`config.mk`:
```
export PLATFORM = sky130hd
export DESIGN_NAME = mem_arbiter_flat
export DESIGN_NICKNAME = d
export VERILOG_FILES = /design/src/rtl/mem_arbiter_if.sv /design/src/rtl/mem_arbiter.sv /design/src/flat_wrapper.sv
export SDC_FILE = /design/constraint.sdc
export NUM_CORES = 1
export LEC_CHECK = 0
export ABC_AREA = 1
export BUFFER_PORTS_ARGS = -buffer_cell sky130_fd_sc_hd__buf_4
export CAP_MARGIN = 20
export CORE_UTILIZATION = 36
export DETAILED_ROUTE_END_ITERATION = 8
export HOLD_SLACK_MARGIN = 0.02
export PLACE_DENSITY = 0.7
export SLEW_MARGIN = 20
export SYNTH_ARGS = -nofsm -noshare
export SYNTH_HDL_FRONTEND = slang
export SYNTH_SLANG_ARGS = --single-unit
```
`constraint.sdc`:
```
create_clock -name clk -period 3.7 [get_ports clk]
set_input_delay 0.37 -clock clk [delete_from_list [all_inputs] [get_ports clk]]
set_output_delay 0.37 -clock clk [all_outputs]
set_load 0.01 [all_outputs]
```
`src/rtl/mem_arbiter_if.sv`:
```
// mem_arbiter_if: fetch, load/store, flush/hold and memory-port signals of mem_arbiter.
// slave is the arbiter side; master is the requester/memory side.
interface mem_arbiter_if #(
    parameter int ADDR_W = 32,
    parameter int DATA_W = 32
);
    localparam int STRB_W = DATA_W / 8;

    logic              if_req_i;
    logic [ADDR_W-1:0] if_addr_i;
    logic              if_gnt_o;
    logic              if_rvalid_o;
    logic [DATA_W-1:0] if_rdata_o;

    logic              ls_req_i;
    logic              ls_we_i;
    logic [ADDR_W-1:0] ls_addr_i;
    logic [DATA_W-1:0] ls_wdata_i;
    logic [STRB_W-1:0] ls_wstrb_i;
    logic              ls_gnt_o;
    logic              ls_rvalid_o;
    logic [DATA_W-1:0] ls_rdata_o;

    logic              flush_i;
    logic              hold_flag_o;

    logic              mem_req_o;
    logic              mem_we_o;
    logic [ADDR_W-1:0] mem_addr_o;
    logic [DATA_W-1:0] mem_wdata_o;
    logic [STRB_W-1:0] mem_wstrb_o;
    logic              mem_gnt_i;
    logic              mem_rvalid_i;
    logic [DATA_W-1:0] mem_rdata_i;

    modport slave (
        input  if_req_i, if_addr_i,
        output if_gnt_o, if_rvalid_o, if_rdata_o,
        input  ls_req_i, ls_we_i, ls_addr_i, ls_wdata_i, ls_wstrb_i,
        output ls_gnt_o, ls_rvalid_o, ls_rdata_o,
        input  flush_i,
        output hold_flag_o,
        output mem_req_o, mem_we_o, mem_addr_o, mem_wdata_o, mem_wstrb_o,
        input  mem_gnt_i, mem_rvalid_i, mem_rdata_i
    );

    modport master (
        output if_req_i, if_addr_i,
        input  if_gnt_o, if_rvalid_o, if_rdata_o,
        output ls_req_i, ls_we_i, ls_addr_i, ls_wdata_i, ls_wstrb_i,
        input  ls_gnt_o, ls_rvalid_o, ls_rdata_o,
        output flush_i,
        input  hold_flag_o,
        input  mem_req_o, mem_we_o, mem_addr_o, mem_wdata_o, mem_wstrb_o,
        output mem_gnt_i, mem_rvalid_i, mem_rdata_i
    );
endinterface

```
`src/rtl/mem_arbiter.sv`:
```
// mem_arbiter: fetch and load/store share one memory port, one transaction outstanding.
// Define MEM_ARB_STARVE_EN to force a fetch through after STARVE_MAX contested LS wins.
module mem_arbiter #(
    parameter int ADDR_W     = 32,
    parameter int DATA_W     = 32,
    parameter int STARVE_MAX = 4
) (
    input logic          clk,
    input logic          rst,
    mem_arbiter_if.slave bus
);
    localparam int STRB_W = DATA_W / 8;

    localparam logic [1:0] S_IDLE = 2'd0;
    localparam logic [1:0] S_REQ  = 2'd1;
    localparam logic [1:0] S_WAIT = 2'd2;
    localparam logic       OWN_IF = 1'b0;
    localparam logic       OWN_LS = 1'b1;

    logic [1:0]        state_q, state_d;
    logic              owner_q, owner_d;
    logic [ADDR_W-1:0] addr_q, addr_d;
    logic [DATA_W-1:0] wdata_q, wdata_d;
    logic [STRB_W-1:0] wstrb_q, wstrb_d;
    logic              we_q, we_d;
    logic              drop_q, drop_d;
    logic              quiet_q;

    logic quiet, arb_en, pick_ls, if_gnt, ls_gnt, complete, if_rvalid, ls_rvalid;

    // Outputs stay silent during reset and the cycle after it.
    assign quiet  = rst | quiet_q;
    assign arb_en = !quiet && (state_q == S_IDLE);

`ifdef MEM_ARB_STARVE_EN
    localparam int CNT_W = $clog2(STARVE_MAX + 1);
    logic [CNT_W-1:0] cnt_q, cnt_d;
    logic             starved;

    assign starved = bus.if_req_i && (cnt_q == CNT_W'(STARVE_MAX));
    assign pick_ls = bus.ls_req_i && !starved;

    always_comb begin
        cnt_d = cnt_q;
        if (if_gnt)
            cnt_d = '0;
        else if (ls_gnt && bus.if_req_i)
            cnt_d = cnt_q + 1'b1;
    end

    always_ff @(posedge clk) begin
        if (rst) cnt_q <= '0;
        else     cnt_q <= cnt_d;
    end
`else
    logic [31:0] starve_max_unused;
    assign starve_max_unused = 32'(STARVE_MAX);
    assign pick_ls = bus.ls_req_i;
`endif

    assign ls_gnt = arb_en && pick_ls;
    assign if_gnt = arb_en && bus.if_req_i && !pick_ls;

    // A response counts in REQ only together with the grant, otherwise only in WAIT.
    assign complete  = !quiet && bus.mem_rvalid_i &&
                       (((state_q == S_REQ) && bus.mem_gnt_i) || (state_q == S_WAIT));
    assign if_rvalid = complete && (owner_q == OWN_IF) && !(drop_q || bus.flush_i);
    assign ls_rvalid = complete && (owner_q == OWN_LS);

    always_comb begin
        state_d = state_q;
        owner_d = owner_q;
        addr_d  = addr_q;
        wdata_d = wdata_q;
        wstrb_d = wstrb_q;
        we_d    = we_q;
        drop_d  = drop_q;
        case (state_q)
            S_IDLE: begin
                if (ls_gnt || if_gnt) begin
                    state_d = S_REQ;
                    owner_d = ls_gnt ? OWN_LS : OWN_IF;
                    addr_d  = ls_gnt ? bus.ls_addr_i : bus.if_addr_i;
                    wdata_d = ls_gnt ? bus.ls_wdata_i : '0;
                    wstrb_d = ls_gnt ? bus.ls_wstrb_i : '0;
                    we_d    = ls_gnt && bus.ls_we_i;
                    drop_d  = 1'b0;
                end
            end
            S_REQ: begin
                if (bus.mem_gnt_i)
                    state_d = bus.mem_rvalid_i ? S_IDLE : S_WAIT;
            end
            S_WAIT: begin
                if (bus.mem_rvalid_i)
                    state_d = S_IDLE;
            end
            default: state_d = S_IDLE;
        endcase
        if ((state_q != S_IDLE) && (owner_q == OWN_IF) && bus.flush_i)
            drop_d = 1'b1;
        if (complete)
            drop_d = 1'b0;
    end

    always_ff @(posedge clk) begin
        if (rst) begin
            state_q <= S_IDLE;
            owner_q <= OWN_IF;
            addr_q  <= '0;
            wdata_q <= '0;
            wstrb_q <= '0;
            we_q    <= 1'b0;
            drop_q  <= 1'b0;
            quiet_q <= 1'b1;
        end else begin
            state_q <= state_d;
            owner_q <= owner_d;
            addr_q  <= addr_d;
            wdata_q <= wdata_d;
            wstrb_q <= wstrb_d;
            we_q    <= we_d;
            drop_q  <= drop_d;
            quiet_q <= 1'b0;
        end
    end

    assign bus.if_gnt_o    = if_gnt;
    assign bus.ls_gnt_o    = ls_gnt;
    assign bus.if_rvalid_o = if_rvalid;
    assign bus.ls_rvalid_o = ls_rvalid;
    assign bus.if_rdata_o  = quiet ? '0 : bus.mem_rdata_i;
    assign bus.ls_rdata_o  = quiet ? '0 : bus.mem_rdata_i;

    assign bus.hold_flag_o = !quiet &&
                             ((bus.ls_req_i && !ls_gnt) ||
                              ((owner_q == OWN_LS) && (state_q != S_IDLE) && !ls_rvalid));

    // Fetch transactions can never write: we/strobes are gated by owner.
    assign bus.mem_req_o   = !quiet && (state_q == S_REQ);
    assign bus.mem_we_o    = !quiet && (owner_q == OWN_LS) && we_q;
    assign bus.mem_addr_o  = quiet ? '0 : addr_q;
    assign bus.mem_wdata_o = quiet ? '0 : wdata_q;
    assign bus.mem_wstrb_o = (quiet || (owner_q == OWN_IF)) ? '0 : wstrb_q;
endmodule

```
`src/flat_wrapper.sv`:
```
// flat-port wrapper written by rule: the top's interface ports become plain ports
module mem_arbiter_flat 
#(
    parameter int ADDR_W     = 32,
    parameter int DATA_W     = 32,
    parameter int STARVE_MAX = 4
)
  (clk, rst, bus_if_req_i, bus_if_addr_i, bus_if_gnt_o, bus_if_rvalid_o, bus_if_rdata_o, bus_ls_req_i, bus_ls_we_i, bus_ls_addr_i, bus_ls_wdata_i, bus_ls_wstrb_i, bus_ls_gnt_o, bus_ls_rvalid_o, bus_ls_rdata_o, bus_flush_i, bus_hold_flag_o, bus_mem_req_o, bus_mem_we_o, bus_mem_addr_o, bus_mem_wdata_o, bus_mem_wstrb_o, bus_mem_gnt_i, bus_mem_rvalid_i, bus_mem_rdata_i);
  mem_arbiter_if #(.ADDR_W(ADDR_W), .DATA_W(DATA_W)) bus_i ();
  input logic clk;
  input logic rst;
  input wire logic [$bits(bus_i.if_req_i)-1:0] bus_if_req_i;
  input wire logic [$bits(bus_i.if_addr_i)-1:0] bus_if_addr_i;
  output wire logic [$bits(bus_i.if_gnt_o)-1:0] bus_if_gnt_o;
  output wire logic [$bits(bus_i.if_rvalid_o)-1:0] bus_if_rvalid_o;
  output wire logic [$bits(bus_i.if_rdata_o)-1:0] bus_if_rdata_o;
  input wire logic [$bits(bus_i.ls_req_i)-1:0] bus_ls_req_i;
  input wire logic [$bits(bus_i.ls_we_i)-1:0] bus_ls_we_i;
  input wire logic [$bits(bus_i.ls_addr_i)-1:0] bus_ls_addr_i;
  input wire logic [$bits(bus_i.ls_wdata_i)-1:0] bus_ls_wdata_i;
  input wire logic [$bits(bus_i.ls_wstrb_i)-1:0] bus_ls_wstrb_i;
  output wire logic [$bits(bus_i.ls_gnt_o)-1:0] bus_ls_gnt_o;
  output wire logic [$bits(bus_i.ls_rvalid_o)-1:0] bus_ls_rvalid_o;
  output wire logic [$bits(bus_i.ls_rdata_o)-1:0] bus_ls_rdata_o;
  input wire logic [$bits(bus_i.flush_i)-1:0] bus_flush_i;
  output wire logic [$bits(bus_i.hold_flag_o)-1:0] bus_hold_flag_o;
  output wire logic [$bits(bus_i.mem_req_o)-1:0] bus_mem_req_o;
  output wire logic [$bits(bus_i.mem_we_o)-1:0] bus_mem_we_o;
  output wire logic [$bits(bus_i.mem_addr_o)-1:0] bus_mem_addr_o;
  output wire logic [$bits(bus_i.mem_wdata_o)-1:0] bus_mem_wdata_o;
  output wire logic [$bits(bus_i.mem_wstrb_o)-1:0] bus_mem_wstrb_o;
  input wire logic [$bits(bus_i.mem_gnt_i)-1:0] bus_mem_gnt_i;
  input wire logic [$bits(bus_i.mem_rvalid_i)-1:0] bus_mem_rvalid_i;
  input wire logic [$bits(bus_i.mem_rdata_i)-1:0] bus_mem_rdata_i;
  assign bus_i.if_req_i = bus_if_req_i;
  assign bus_i.if_addr_i = bus_if_addr_i;
  assign bus_if_gnt_o = bus_i.if_gnt_o;
  assign bus_if_rvalid_o = bus_i.if_rvalid_o;
  assign bus_if_rdata_o = bus_i.if_rdata_o;
  assign bus_i.ls_req_i = bus_ls_req_i;
  assign bus_i.ls_we_i = bus_ls_we_i;
  assign bus_i.ls_addr_i = bus_ls_addr_i;
  assign bus_i.ls_wdata_i = bus_ls_wdata_i;
  assign bus_i.ls_wstrb_i = bus_ls_wstrb_i;
  assign bus_ls_gnt_o = bus_i.ls_gnt_o;
  assign bus_ls_rvalid_o = bus_i.ls_rvalid_o;
  assign bus_ls_rdata_o = bus_i.ls_rdata_o;
  assign bus_i.flush_i = bus_flush_i;
  assign bus_hold_flag_o = bus_i.hold_flag_o;
  assign bus_mem_req_o = bus_i.mem_req_o;
  assign bus_mem_we_o = bus_i.mem_we_o;
  assign bus_mem_addr_o = bus_i.mem_addr_o;
  assign bus_mem_wdata_o = bus_i.mem_wdata_o;
  assign bus_mem_wstrb_o = bus_i.mem_wstrb_o;
  assign bus_i.mem_gnt_i = bus_mem_gnt_i;
  assign bus_i.mem_rvalid_i = bus_mem_rvalid_i;
  assign bus_i.mem_rdata_i = bus_mem_rdata_i;
  mem_arbiter #(.ADDR_W(ADDR_W), .DATA_W(DATA_W), .STARVE_MAX(STARVE_MAX)) u_core (.clk(clk), .rst(rst), .bus(bus_i));
endmodule
```
==> PnR_summary.wiki <==
{| class="wikitable"
! Metric !! Value
|-
| Switching fraction of total power || 0.250
|-
| Clk network pwr share || 0.435
|-
| Filler instances || 1206
|-
| Gate count of the mapped netlist || 725
|-
| Die ar. || ~12000 µm²
|-
| Synthesized area divided by synthesized cell count || 5.98 µm²
|-
| Compound-cell area share of the yosys netlist || 0.0889
|-
| IR Drop Worst-Case VDD || around 0.24 mV
|-
| GP Congestion || 0.810
|-
| Most used cell, CP || sky130_fd_sc_hd__buf_4
|-
| Maximum count of clock buffers along a single path || 2
|-
| Async set-reset flop share out of synthesis || 0
|-
| Antenna diodes || 0
|-
| Most instantiated cells after synthesis || 171 x sky130_fd_sc_hd__inv_1, 147 x sky130_fd_sc_hd__nand2_1, 106 x sky130_fd_sc_hd__nor2_1, 74 x sky130_fd_sc_hd__dfxtp_1, 73 x sky130_fd_sc_hd__a21oi_1
|-
| Most common cell in the synthesized netlist || sky130_fd_sc_hd__inv_1
|-
| Unrepaired setup endpoints after global routing || no
|-
| Gr usage total || 0.216
|-
| Part of the cycle the worst path needs || 0.625
|-
| Detailed-placement wirelength estimate || approximately 10 mm
|-
| Sequential cell area fraction in the yosys report || 0.342
|-
| Mux contribution to synthesized area || 0
|-
| Cell Rows || 39
|-
| Highest cell delay on the worst timing path || 0.53 ns
|-
| Post-CTS Setup Inserts || 0
|-
| Buffer type at the clock tree root || sky130_fd_sc_hd__clkbuf_16
|-
| Detail Route Antenna Nets || 0
|-
| Cells on worst reg2reg path || 6
|-
| Parity-gate share of the synthesized area counting xor and xnor cells || 0
|-
| Die H || between 100 and 150 µm
|-
| Post-Synthesis Net Count || about 870
|-
| Area share of and/or/nand/nor cells after synthesis || 0.315
|-
| Critical path launch point type || flip-flop
|-
| Crit path buf inv count || 3
|-
| Unique cell type count in the Yosys netlist || 20
|-
| Sequential cell area || 1480 µm²
|-
| First-pass GRT wire length || ~22 mm
|-
| Cell count of the worst hold path || 2
|-
| Required time at the worst-slack endpoint || 3.33 ns
|-
| Cell-internal power || ~1.7 mW
|-
| Vias per std cell || roughly 4.5
|-
| Slew at the pin with the worst max-slew slack || ~0.9 ns
|-
| Quantity of I/O buffers inserted on ports || about 280
|-
| Worst path arrival time || slightly below 2 ns
|-
| Worst Path Max Fanout || 38
|-
| Count of nets after finishing || 1084
|-
| Primary flip-flop cell chosen by synthesis mapping || sky130_fd_sc_hd__dfxtp_1
|-
| NetSw || roughly 560 µW
|-
| Power Total || 2.22 mW
|-
| Share of cells above drive strength 1 || 0.325
|-
| Dominant combinational cell family by area after synthesis || simple AND/OR/NAND/NOR gates
|-
| Area of the placeable core || 11600 µm²
|-
| Area delta synth->final || 51.4%
|-
| Number of max-slew violations in the final report || 0
|-
| Fraction of power consumed by combinational cells || 0.180
|-
| # Max-Cap Violations || 0
|-
| Critical path class || flip-flop to primary output
|-
| Vias in the first global route || roughly 4500
|-
| F_max || around 0.43 GHz
|-
| IO Pins || 279
|-
| Initial Utilization || 0.375
|-
| Family with the most delay on the worst path || buffers and inverters
|-
| Overflow left after global routing || 0
|-
| Final count of hold timing violations || 0
|-
| Clk sinks || 74
|-
| Min Tclk post-route || about 2.3 ns
|-
| Total routed wirelength || 13.8 mm
|-
| Leading area contributor after synthesis || sky130_fd_sc_hd__dfxtp_1
|-
| Area of the multi-input gates || about 1800 µm²
|-
| Register bit count reported by yosys || between 70 and 80
|-
| Worst relative slew slack || 0.396
|-
| Adder-cell share of the synthesized area || 0
|-
| Core utilization of the finished layout || 0.567
|-
| Clock latency of the later-clocked register in the worst-skew pair || between 0.3 and 0.4 ns
|-
| Final setup viols || 0
|-
| Synth area leaders || sky130_fd_sc_hd__dfxtp_1 34%, sky130_fd_sc_hd__inv_1 15%, sky130_fd_sc_hd__nand2_1 13%
|-
| Width of the die || 112 µm
|-
| Hold-fix buffer count after cts || 0
|-
| # DRC || 20
|-
| Area fraction of the dominant cell type after synthesis || 0.342
|-
| Clock tree from TritonCTS || done
|-
| Leakage || about 3.3 nW
|-
| Class of the most critical hold timing path || input pin to flip-flop
|-
| Inserted Clock Buffers || 9
|-
| Category of the worst setup path capture point || primary output
|-
| Average wire per cell in the routed design || between 10 and 15 µm
|-
| Sequence of cells on the critical path || nor2_4 > nand3_2 > buf_4 > inv_2 > buf_4
|-
| Antenna violations before repair || 0
|-
| Yosys warnings || 0
|-
| Vias || approximately 4900
|-
| Clk_skew || just under 0.008 ns
|-
| Power Dens Cells || ~340 nW/µm²
|-
| Failing checks || DRC
|-
| Run status || complete, but fails checks
|-
| Synthesized cell area || ~4300 µm²
|-
| Cells resized by post-CTS repair || 0
|-
| Total Neg Setup Slack || 0 ns
|-
| Max H-tree Level || 3
|-
| Cell count along the critical path || 5
|-
| Violation count after the first detailed-routing iteration || about 240
|-
| DR pass1 iterations || 6
|-
| Largest net degree at the start of global routing || 75
|-
| Sequential power share || 0.384
|-
| Critical path's slowest cell || sky130_fd_sc_hd__inv_2
|-
| Clock-pin slew on the worst setup and hold paths || roughly 0.06 ns
|-
| Post-synth EDFFs || 0
|}
[cells in the final DEF, fill, tap and decap left out]
cell type	Yosys	layout
sky130_fd_sc_hd__buf_4	37	286
sky130_fd_sc_hd__inv_1	171	171
sky130_fd_sc_hd__nand2_1	147	147
sky130_fd_sc_hd__nor2_1	106	105
sky130_fd_sc_hd__dfxtp_1	74	74
sky130_fd_sc_hd__a21oi_1	73	73
sky130_fd_sc_hd__nand3_1	35	35
sky130_fd_sc_hd__nand4_1	32	32
sky130_fd_sc_hd__clkbuf_16	0	9
sky130_fd_sc_hd__nor2_4	1	2
sky130_fd_sc_hd__bufinv_16	0	2
sky130_fd_sc_hd__clkbuf_8	0	2
sky130_fd_sc_hd__nand3_2	1	1
sky130_fd_sc_hd__inv_2	2	1
sky130_fd_sc_hd__clkinv_2	0	1
sky130_fd_sc_hd__nor4_1	1	1
sky130_fd_sc_hd__nor3_1	1	1
sky130_fd_sc_hd__o211ai_4	0	1
sky130_fd_sc_hd__nand3b_1	1	1
sky130_fd_sc_hd__a211oi_1	1	1
sky130_fd_sc_hd__clkinv_4	0	1
sky130_fd_sc_hd__inv_6	0	1
sky130_fd_sc_hd__clkinvlp_4	0	1
[flip-flops by register name, summed over array words and instances (netlist names)]
register,flops
u_core.quiet_q,1
u_core.owner_q,1
u_core.we_q,1
u_core.drop_q,1
u_core.wdata_q,32
u_core.state_q,2
u_core.wstrb_q,4
u_core.addr_q,32
[layer usage]
layer  up-vias  track usage  part of all wire
li1       2555            -                 -
met1      2164        0.255              0.40
met2       174        0.390              0.51
met3        18       0.0376             0.063
met4         0       0.0748             0.022
met5         -            0                 0
[cell families (layout without fill, tap and decap cells)]
| kind of cell | count (synthesis) | in the layout |
|---|---|---|
| AO/OA/AOI/OAI | 75 | 75 |
| buffers and inverters | 251 | 475 |
| flip-flops | 74 | 74 |
| AND/OR/NAND/NOR | 325 | 325 |
[final cells by class]
cell class | instances | share of cell area
Tap cell | 143 | 0.0273
Multi-Input combinational cell | 400 | 0.269
Sequential cell | 74 | 0.226
Clock buffer | 11 | 0.0385
Inverter | 173 | 0.0991
Timing Repair Buffer | 286 | 0.327
Clock inverter | 5 | 0.0130
[metrics by stage]
| stage | hold slack (ns) | setup WS, ns | instances | cell area, µm² |
|---|---|---|---|---|
| finish | 0.231 | 1.39 | 1092 | 6560 |
| global route | 0.219 | 1.26 | 1092 | 6560 |
| CTS | 0.217 | 1.35 | 1092 | 6560 |
| detailed placement | 0.452 | 1.42 | 1076 | 6220 |
| global placement | 0.448 | 1.47 | 1076 | 6220 |
| floorplan | 0.398 | 1.84 | 725 | 4340 |
[worst paths after layout]
check,slack (ns),from,endpoint
max reg2reg,1.68,u_core.state_q[1],u_core.addr_q[15]
min reg2reg,0.46,u_core.we_q,u_core.we_q
min,0.23,bus_mem_rvalid_i,u_core.state_q[1]
max,1.39,u_core.quiet_q,bus_ls_gnt_o
[power by group through the flow]
stage	combinational [mW]	clock, mW	sequential (mW)
CTS	0.403	0.990	0.852
finish	0.399	0.965	0.852
global placement	0.398	0	0.869
floorplan	0.215	0	0.864
detailed placement	0.402	0	0.869
global route	0.443	1.03	0.856
No activity file was read; power rests on OpenSTA's default activity.
